### config.mk
export PLATFORM = sky130hd
export DESIGN_NAME = unified_memory_arbiter
export DESIGN_NICKNAME = d
export VERILOG_FILES = /design/src/rtl/unified_memory_arbiter.sv
export SDC_FILE = /design/constraint.sdc
export NUM_CORES = 1
export LEC_CHECK = 0
export CAP_MARGIN = 5
export CORE_MARGIN = 2
export CORE_UTILIZATION = 40
export CTS_CLUSTER_DIAMETER = 50
export CTS_CLUSTER_SIZE = 30
export DETAILED_ROUTE_END_ITERATION = 12
export PLACE_DENSITY = 0.8
export SYNTH_ARGS = -nofsm -noshare
export SYNTH_HDL_FRONTEND = slang
export SYNTH_SLANG_ARGS = --single-unit
### constraint.sdc
create_clock -name clock -period 2.8 [get_ports clock]
set_clock_uncertainty 0.05 [all_clocks]
set_input_delay 0.7 -clock clock [delete_from_list [all_inputs] [get_ports clock]]
set_output_delay 0.7 -clock clock [all_outputs]
set_load 0.05 [all_outputs]
### src/rtl/unified_memory_arbiter.sv
// Shares one single-port, variable-latency memory between instruction fetch and
// data load/store. Ties alternate between the ports, and a wait timeout turns a missing ack into an error.
module unified_memory_arbiter #(
    parameter int ADDR_WIDTH = 32,
    parameter int DATA_WIDTH = 32,
    parameter int MAX_WAIT   = 255
) (
    input  logic                    clock,
    input  logic                    reset,
    input  logic                    inst_req,
    input  logic [ADDR_WIDTH-1:0]   inst_address,
    output logic                    inst_ready,
    output logic [DATA_WIDTH-1:0]   inst_rdata,
    input  logic                    data_req,
    input  logic                    data_write,
    input  logic [ADDR_WIDTH-1:0]   data_address,
    input  logic [DATA_WIDTH-1:0]   data_wdata,
    input  logic [DATA_WIDTH/8-1:0] data_wmask,
    output logic                    data_ready,
    output logic [DATA_WIDTH-1:0]   data_rdata,
    output logic                    mem_req,
    output logic                    mem_write,
    output logic [ADDR_WIDTH-1:0]   mem_address,
    output logic [DATA_WIDTH-1:0]   mem_wdata,
    output logic [DATA_WIDTH/8-1:0] mem_wmask,
    input  logic                    mem_ack,
    input  logic [DATA_WIDTH-1:0]   mem_rdata,
    output logic                    access_error,
    output logic                    busy
);
    localparam int MASK_WIDTH = DATA_WIDTH / 8;
    localparam logic [15:0] WAIT_LIMIT = 16'(MAX_WAIT - 1);

    typedef enum logic [1:0] {IDLE, INST_WAIT, DATA_WAIT, DONE} state_t;

    state_t                  state, state_next;
    logic                    last_data, last_data_next;
    logic                    grant_data, grant_data_next;
    logic [15:0]             wait_count, wait_count_next;
    logic                    error_flag, error_next;
    logic [DATA_WIDTH-1:0]   rdata_q, rdata_next;
    logic                    mem_req_next, mem_write_next;
    logic [ADDR_WIDTH-1:0]   mem_address_next;
    logic [DATA_WIDTH-1:0]   mem_wdata_next;
    logic [MASK_WIDTH-1:0]   mem_wmask_next;

    always_ff @(posedge clock) begin
        if (!reset) begin
            state       <= IDLE;
            last_data   <= 1'b0;
            grant_data  <= 1'b0;
            wait_count  <= '0;
            error_flag  <= 1'b0;
            rdata_q     <= '0;
            mem_req     <= 1'b0;
            mem_write   <= 1'b0;
            mem_address <= '0;
            mem_wdata   <= '0;
            mem_wmask   <= '0;
        end else begin
            state       <= state_next;
            last_data   <= last_data_next;
            grant_data  <= grant_data_next;
            wait_count  <= wait_count_next;
            error_flag  <= error_next;
            rdata_q     <= rdata_next;
            mem_req     <= mem_req_next;
            mem_write   <= mem_write_next;
            mem_address <= mem_address_next;
            mem_wdata   <= mem_wdata_next;
            mem_wmask   <= mem_wmask_next;
        end
    end

    always_comb begin
        state_next       = state;
        last_data_next   = last_data;
        grant_data_next  = grant_data;
        wait_count_next  = wait_count;
        error_next       = error_flag;
        rdata_next       = rdata_q;
        mem_req_next     = mem_req;
        mem_write_next   = mem_write;
        mem_address_next = mem_address;
        mem_wdata_next   = mem_wdata;
        mem_wmask_next   = mem_wmask;
        case (state)
            IDLE: begin
                wait_count_next = '0;
                error_next      = 1'b0;
                // Data wins unless inst also requests and data had the previous grant.
                if (data_req && (!inst_req || !last_data)) begin
                    state_next       = DATA_WAIT;
                    last_data_next   = 1'b1;
                    grant_data_next  = 1'b1;
                    mem_req_next     = 1'b1;
                    mem_write_next   = data_write;
                    mem_address_next = data_address;
                    mem_wdata_next   = data_wdata;
                    mem_wmask_next   = data_write ? data_wmask : '0;
                end else if (inst_req) begin
                    state_next       = INST_WAIT;
                    last_data_next   = 1'b0;
                    grant_data_next  = 1'b0;
                    mem_req_next     = 1'b1;
                    mem_write_next   = 1'b0;
                    mem_address_next = inst_address;
                    mem_wdata_next   = '0;
                    mem_wmask_next   = '0;
                end
            end
            INST_WAIT, DATA_WAIT: begin
                if (mem_ack) begin
                    rdata_next   = (state == DATA_WAIT && mem_write) ? '0 : mem_rdata;
                    mem_req_next = 1'b0;
                    state_next   = DONE;
                end else if (wait_count == WAIT_LIMIT) begin
                    wait_count_next = wait_count + 16'd1;
                    rdata_next      = '0;
                    error_next      = 1'b1;
                    mem_req_next    = 1'b0;
                    state_next      = DONE;
                end else begin
                    wait_count_next = wait_count + 16'd1;
                end
            end
            default: begin
                wait_count_next = '0;
                error_next      = 1'b0;
                state_next      = IDLE;
            end
        endcase
    end

    assign busy         = (state != IDLE);
    assign inst_ready   = (state == DONE) && !grant_data;
    assign data_ready   = (state == DONE) && grant_data;
    assign inst_rdata   = inst_ready ? rdata_q : '0;
    assign data_rdata   = data_ready ? rdata_q : '0;
    assign access_error = (state == DONE) && error_flag;

    // A requester must hold its request until its ready pulse.
    inst_req_held: assert property (@(posedge clock) disable iff (!reset)
        (state == INST_WAIT) |-> inst_req);
    data_req_held: assert property (@(posedge clock) disable iff (!reset)
        (state == DATA_WAIT) |-> data_req);
endmodule

==> results of run 1 <==
## final timing paths
kind	endpoint	slack, ns	cells past startpoint
hold / removal	rdata_q[12]	0.44	1
setup / recovery	inst_rdata[22]	0.20	5
hold reg to reg	rdata_q[12]	0.44	1
setup reg to reg	rdata_q[25]	0.73	5
## area by class of cell
type                            count  area [µm²]
Fill cell                         879        3590
Clock buffer                       24         482
Timing Repair Buffer              290        3570
Sequential cell                   122        2440
Clock inverter                      8        92.6
Tap cell                          176         220
Multi-Input combinational cell    367        2660
Inverter                           11        41.3
## power groups by stage
stage	Combinational [mW]	Sequential, mW	Clock [mW]
global placement	3.02	2.40	0
finish	3.08	2.40	2.10
global route	3.26	2.45	2.22
floorplan	1.01	3.31	0
CTS	3.11	2.40	2.15
detailed placement	3.10	2.43	0
## layout by cell type, fill, tap and decap left out, types with 7 or more instances in the layout
master           count
buf_4               13
and3_1              33
mux2i_1             34
nor2_1              20
xnor2_1              7
nand2_1             44
dfxtp_1            122
buf_12              70
a22oi_1             33
o211a_1             32
clkbuf_16           17
clkdlybuf4s50_1    206
a22o_1              32
and2_1              36
nor2b_1             40
inv_1               11
## flip-flops by register name, summed over array words and instances (netlist names)
name,count
error_flag,1
grant_data,1
mem_address,32
mem_req,1
mem_wdata,32
mem_wmask,4
mem_write,1
rdata_q,32
state,2
wait_count,16
## routing by layer
layer / routed length [µm] / up-vias
li1: - / 2481
met5: 0 / -
met3: 1390 / 35
met4: 494 / 0
met2: 8850 / 245
met1: 6490 / 2462
## kinds of logic (layout without fill, tap and decap cells)
kind of cell,after synthesis,count (layout)
AOI/OAI and AO/OA,124,124
muxes,34,34
adders and majority gates,6,6
DFF,122,122
xor gates and xnor gates,10,10
and+or+nand+nor,193,193
buffers and inverters,54,333
## per-stage QoR
step	setup WS (ns)	util
after detailed placement	0.386	0.682
final	0.196	0.726
after CTS	0.165	0.726
after floorplan	0.0580	-
after global placement	0.421	0.682
after global routing	0.0276	0.726
## synthesized netlist by cell type, types with 5 or more instances
cell type  instances  area [µm²]
nor2b_1           40         250
o211a_1           32         320
inv_1             11        41.3
a22o_1            32         280
ha_1               6        75.1
clkbuf_1          34         128
dfxtp_1          122        2440
nand2_1           44         165
a21oi_1            6        30.0
a22oi_1           33         248
buf_2              5        25.0
xnor2_1            7        61.3
and3_1            33         206
and2_1            36         225
nor2_1            21        78.8
mux2i_1           34         340
==> results.py, run 1 <==
metrics = {
    "finish": {
        "final_area_um2": 9500,
        "area_growth_pct": 79.4,
        "drive_above_1_share": 0.147,
        "layout.cells.non_filler": 998,
        "nets": 953,
        "antenna_cells": 0,
    },
    "clock_tree": {
        "cts_buffer_depth": 2,
        "htreeDepth": 4,
        "cts_tree": "done",
        "clk_pin_slew_worst_paths_ns": 0.05,
        "cts_setup_buffers": 0,
        "numCtsBuffers": 17,
        "ctsResizeCount": 0,
        "cts_sinks": 122,
        "postCtsHoldBufs": 0,
        "insertion_delay_ns": 0.41,
        "cts_root_buf": "clkbuf_16",
    },
    "critical_path": {
        "critPathSlowestCell": "dfxtp_1",
        "cp.buffers_inverters": 2,
        "cp.required_ns": 2.05,
        "cp_top_family": "buffers and inverters",
        "crit_type": "flop to output pin",
        "cp_slowest_stage_delay_ns": 0.40,
        "crit_arrival_ns": 1.85,
        "timing.rr.start": "wait_count[2]",
        "startpoint": "state[1]",
        "cp_max_fo": 33,
        "path_cells": "ha_1 -> nor2b_1 -> buf_4 -> and2_1 -> buf_12",
        "end_kind": "output pin",
        "start_kind": "flop",
    },
    "sta": {
        "hold_violations": 0,
        "rsz0062_at_grt": "no",
        "drv_slew": 0,
        "setup_tns_ns": 0,
        "worst_pin_slew_ns": 0.559,
        "maxSlewHeadroom": 0.626,
        "setup_viol": 0,
        "max_freq_mhz": 384,
        "hold_slack_ns": 0.436,
        "min_period_ns": 2.60,
        "post-route-period-util": 0.930,
    },
    "yosys": {
        "synth_mux_area_frac": 0.0643,
        "synth-edff-count": 0,
        "synth_xor_area_frac": 0.0165,
        "yosys.area_share.adder": 0.0142,
        "ys.flop_type": "dfxtp_1",
        "synth.distinct_cells": 40,
        "syn_area_um2": 5290,
        "synth-warning-count": 0,
        "synth_seq_cells": 122,
        "syn-instance-count": 543,
        "seq_area_frac_synth": 0.461,
        "synth_top_family_by_area": "simple AND/OR/NAND/NOR gates",
        "synth-compound-area-share": 0.199,
        "synthSimpleGateAreaFrac": 0.200,
        "async_flop_share": 0,
        "synth.avg_cell_area_um2": 9.75,
        "synth_nets": 687,
    },
    "route": {
        "ant_nets": 0,
        "dr.first_iter.drc_count": 279,
        "drc": 0,
        "avgRoutedWirePerCell_um": 17.3,
        "num_vias": 5223,
        "drtPass1Iterations": 4,
        "via_per_inst": 5.23,
        "wl_um": 17200,
    },
    "hold_path": {
        "hp-class": "flop to flop",
        "hp-start": "rdata_q[12]",
    },
    "floorplan": {
        "die_w_um": 119,
        "fp.dieH_um": 119,
        "io_pins": 276,
        "core_area_um2": 13100,
        "die-area_um2": 14200,
        "rows": 42,
        "start_util": 0.405,
    },
    "pwr": {
        "power.share.switching": 0.384,
        "total_power_mw": 7.59,
        "p_per_area_nw_per_um2": 799,
        "p_seq_frac": 0.316,
        "p_switching_mw": 2.92,
        "p_int_mw": 4.67,
        "comb_power_share": 0.406,
        "ir_drop_mv": 0.581,
        "leakage_nw": 4.06,
        "p_clk_frac": 0.277,
    },
    "grt": {
        "grt_antenna_before_repair": 0,
        "grt-ovfl-total": 0,
        "grt_use_met2": 0.440,
        "grt_max_degree": 65,
        "grt_usage": 0.244,
        "grt_pass1_wl_um": 27000,
        "grtUsageMet1": 0.252,
        "busiest_layer": "met2",
        "use_met3": 0.0833,
        "grt_pass1_vias": 5332,
    },
    "placement": {
        "dp_hpwl_um": 13200,
        "finalWeightedCongestion": 0.889,
        "io_buffers": 275,
        "placed_area_um2": 8920,
        "placedCellCount": 966,
    },
    "status": {
        "outcome": "finished clean",
    },
    "job": {
        "maxCapViolCount": 0,
    },
}
Power figures use the tool's default switching activity.
==> inputs of run 2 (changes only) <==
--- a/config.mk
+++ b/config.mk
@@ -12,6 +12,7 @@
 export CTS_CLUSTER_SIZE = 30
 export DETAILED_ROUTE_END_ITERATION = 12
 export PLACE_DENSITY = 0.8
+export SETUP_SLACK_MARGIN = 0.2
 export SYNTH_ARGS = -nofsm -noshare
 export SYNTH_HDL_FRONTEND = slang
 export SYNTH_SLANG_ARGS = --single-unit
==> results.py, run 2 (synthesis gave the netlist of run 1 again) <==
metrics = {
    "status": {
        "outcome": "finished clean",
    },
    "critical_path": {
        "critPathSlowestCell": "dfxtp_1",
        "crit_type": "flop to output pin",
        "crit_arrival_ns": 1.72,
        "cp_max_fo": 17,
        "cp_top_family": "simple AND/OR/NAND/NOR gates",
        "cp_slowest_stage_delay_ns": 0.37,
        "end_kind": "output pin",
        "cp.required_ns": 2.05,
        "start_kind": "flop",
        "cp.buffers_inverters": 2,
        "path_cells": "ha_1 -> nor2b_4 -> buf_6 -> and2_1 -> buf_12",
    },
    "clock_tree": {
        "postCtsHoldBufs": 0,
        "insertion_delay_ns": 0.40,
        "htreeDepth": 4,
        "cts_setup_buffers": 0,
        "cts_tree": "done",
        "cts_sinks": 122,
        "cts_root_buf": "clkbuf_16",
        "cts_buffer_depth": 2,
        "numCtsBuffers": 17,
        "clk_pin_slew_worst_paths_ns": 0.05,
    },
    "placement": {
        "dp_slack_ns": 0.398,
        "placedCellCount": 965,
        "io_buffers": 275,
        "finalWeightedCongestion": 0.894,
        "dp_hpwl_um": 13100,
        "placed_area_um2": 8920,
    },
    "pwr": {
        "power.share.switching": 0.388,
        "leakage_nw": 4.06,
        "p_clk_frac": 0.272,
        "p_switching_mw": 2.93,
        "p_seq_frac": 0.318,
        "ir_drop_mv": 0.547,
        "comb_power_share": 0.409,
        "p_int_mw": 4.62,
        "total_power_mw": 7.55,
        "p_per_area_nw_per_um2": 795,
    },
    "sta": {
        "worst_pin_slew_ns": 0.628,
        "max_freq_mhz": 404,
        "hold_violations": 0,
        "setup_ws_ns": 0.326,
        "setup_tns_ns": 0,
        "maxSlewHeadroom": 0.580,
        "setup_viol": 0,
        "post-route-period-util": 0.884,
        "hold_slack_ns": 0.436,
        "min_period_ns": 2.47,
        "rsz0062_at_grt": "no",
        "drv_slew": 0,
    },
    "finish": {
        "regArea_um2": 2440,
        "utilization": 0.726,
        "layout_common_cells": "clkdlybuf4s50_1 (206), dfxtp_1 (121), buf_12 (70)",
        "layout_commonest_cell": "clkdlybuf4s50_1",
        "multi_input_area_um2": 2660,
        "final_area_um2": 9490,
        "n_fill_cell": 883,
        "drive_above_1_share": 0.149,
        "largestRegisters": "mem_address x32, mem_wdata x32, rdata_q x32",
        "layout.cells.non_filler": 997,
        "nets": 953,
        "antenna_cells": 0,
        "area_growth_pct": 79.3,
    },
    "grt": {
        "grt_max_degree": 65,
        "grt_usage": 0.243,
        "grt_pass1_wl_um": 27400,
        "grt-ovfl-total": 0,
        "grt_antenna_before_repair": 0,
        "grt_pass1_vias": 5280,
    },
    "route": {
        "drtPass1Iterations": 4,
        "drc": 0,
        "ant_nets": 0,
        "wl_um": 17600,
        "via_per_inst": 5.23,
        "dr.first_iter.drc_count": 296,
        "num_vias": 5212,
        "avgRoutedWirePerCell_um": 17.6,
    },
    "floorplan": {
        "die-area_um2": 14200,
        "core_area_um2": 13100,
        "die_w_um": 119,
        "fp.dieH_um": 119,
        "rows": 42,
        "start_util": 0.405,
        "io_pins": 276,
    },
    "hold_path": {
        "hp-class": "flop to flop",
    },
    "job": {
        "maxCapViolCount": 0,
    },
}
run 2: cell type report:
class                      count  share of cell area
inverter                      11             0.00435
clock inverter                 9              0.0104
timing repair buffer         290               0.376
multi-input combinational    367               0.280
tap                          176              0.0232
sequential                   122               0.257
clock buffer                  22              0.0478
run 2: path summary, 6_finish.rpt:
kind / from / end / slack (ns) / cells past startpoint
max: state[0] / inst_rdata[22] / 0.33 / 5
min: error_flag / error_flag / 0.44 / 2
max reg2reg: wait_count[2] / rdata_q[13] / 0.68 / 5
min reg2reg: error_flag / error_flag / 0.44 / 2
run 2: worst register-to-register path: cells and delay by family (launching register included):
kind            cells  cell delay (ns)
flops               1             0.44
simple gates        1             0.53
compound gates      3             0.80
buf+inv             1             0.18
run 2: timing repair:
| item | in CTS | in global routing |
|---|---|---|
| resized for setup | 3 | 3 |
| setup endpoints to repair | 8 | 24 |
| gates cloned | 1 | 0 |
run 2: metal layers:
| metal | up-vias | track usage | wire [µm] |
|---|---|---|---|
| li1 | 2472 | - | - |
| met1 | 2468 | 0.267 | 6730 |
| met2 | 234 | 0.420 | 8800 |
| met3 | 38 | 0.0833 | 1380 |
| met4 | 0 | 0.112 | 665 |
| met5 | - | 0 | 0 |
run 2: power by group through the flow:
stage          clock [mW]  combinational, mW  sequential [mW]
2_1_floorplan           0               1.02             3.31
3_3_place_gp            0               3.01             2.39
3_5_place_dp            0               3.08             2.42
4_1_cts              2.10               3.11             2.40
5_1_grt              2.17               3.26             2.45
6_report             2.06               3.09             2.40
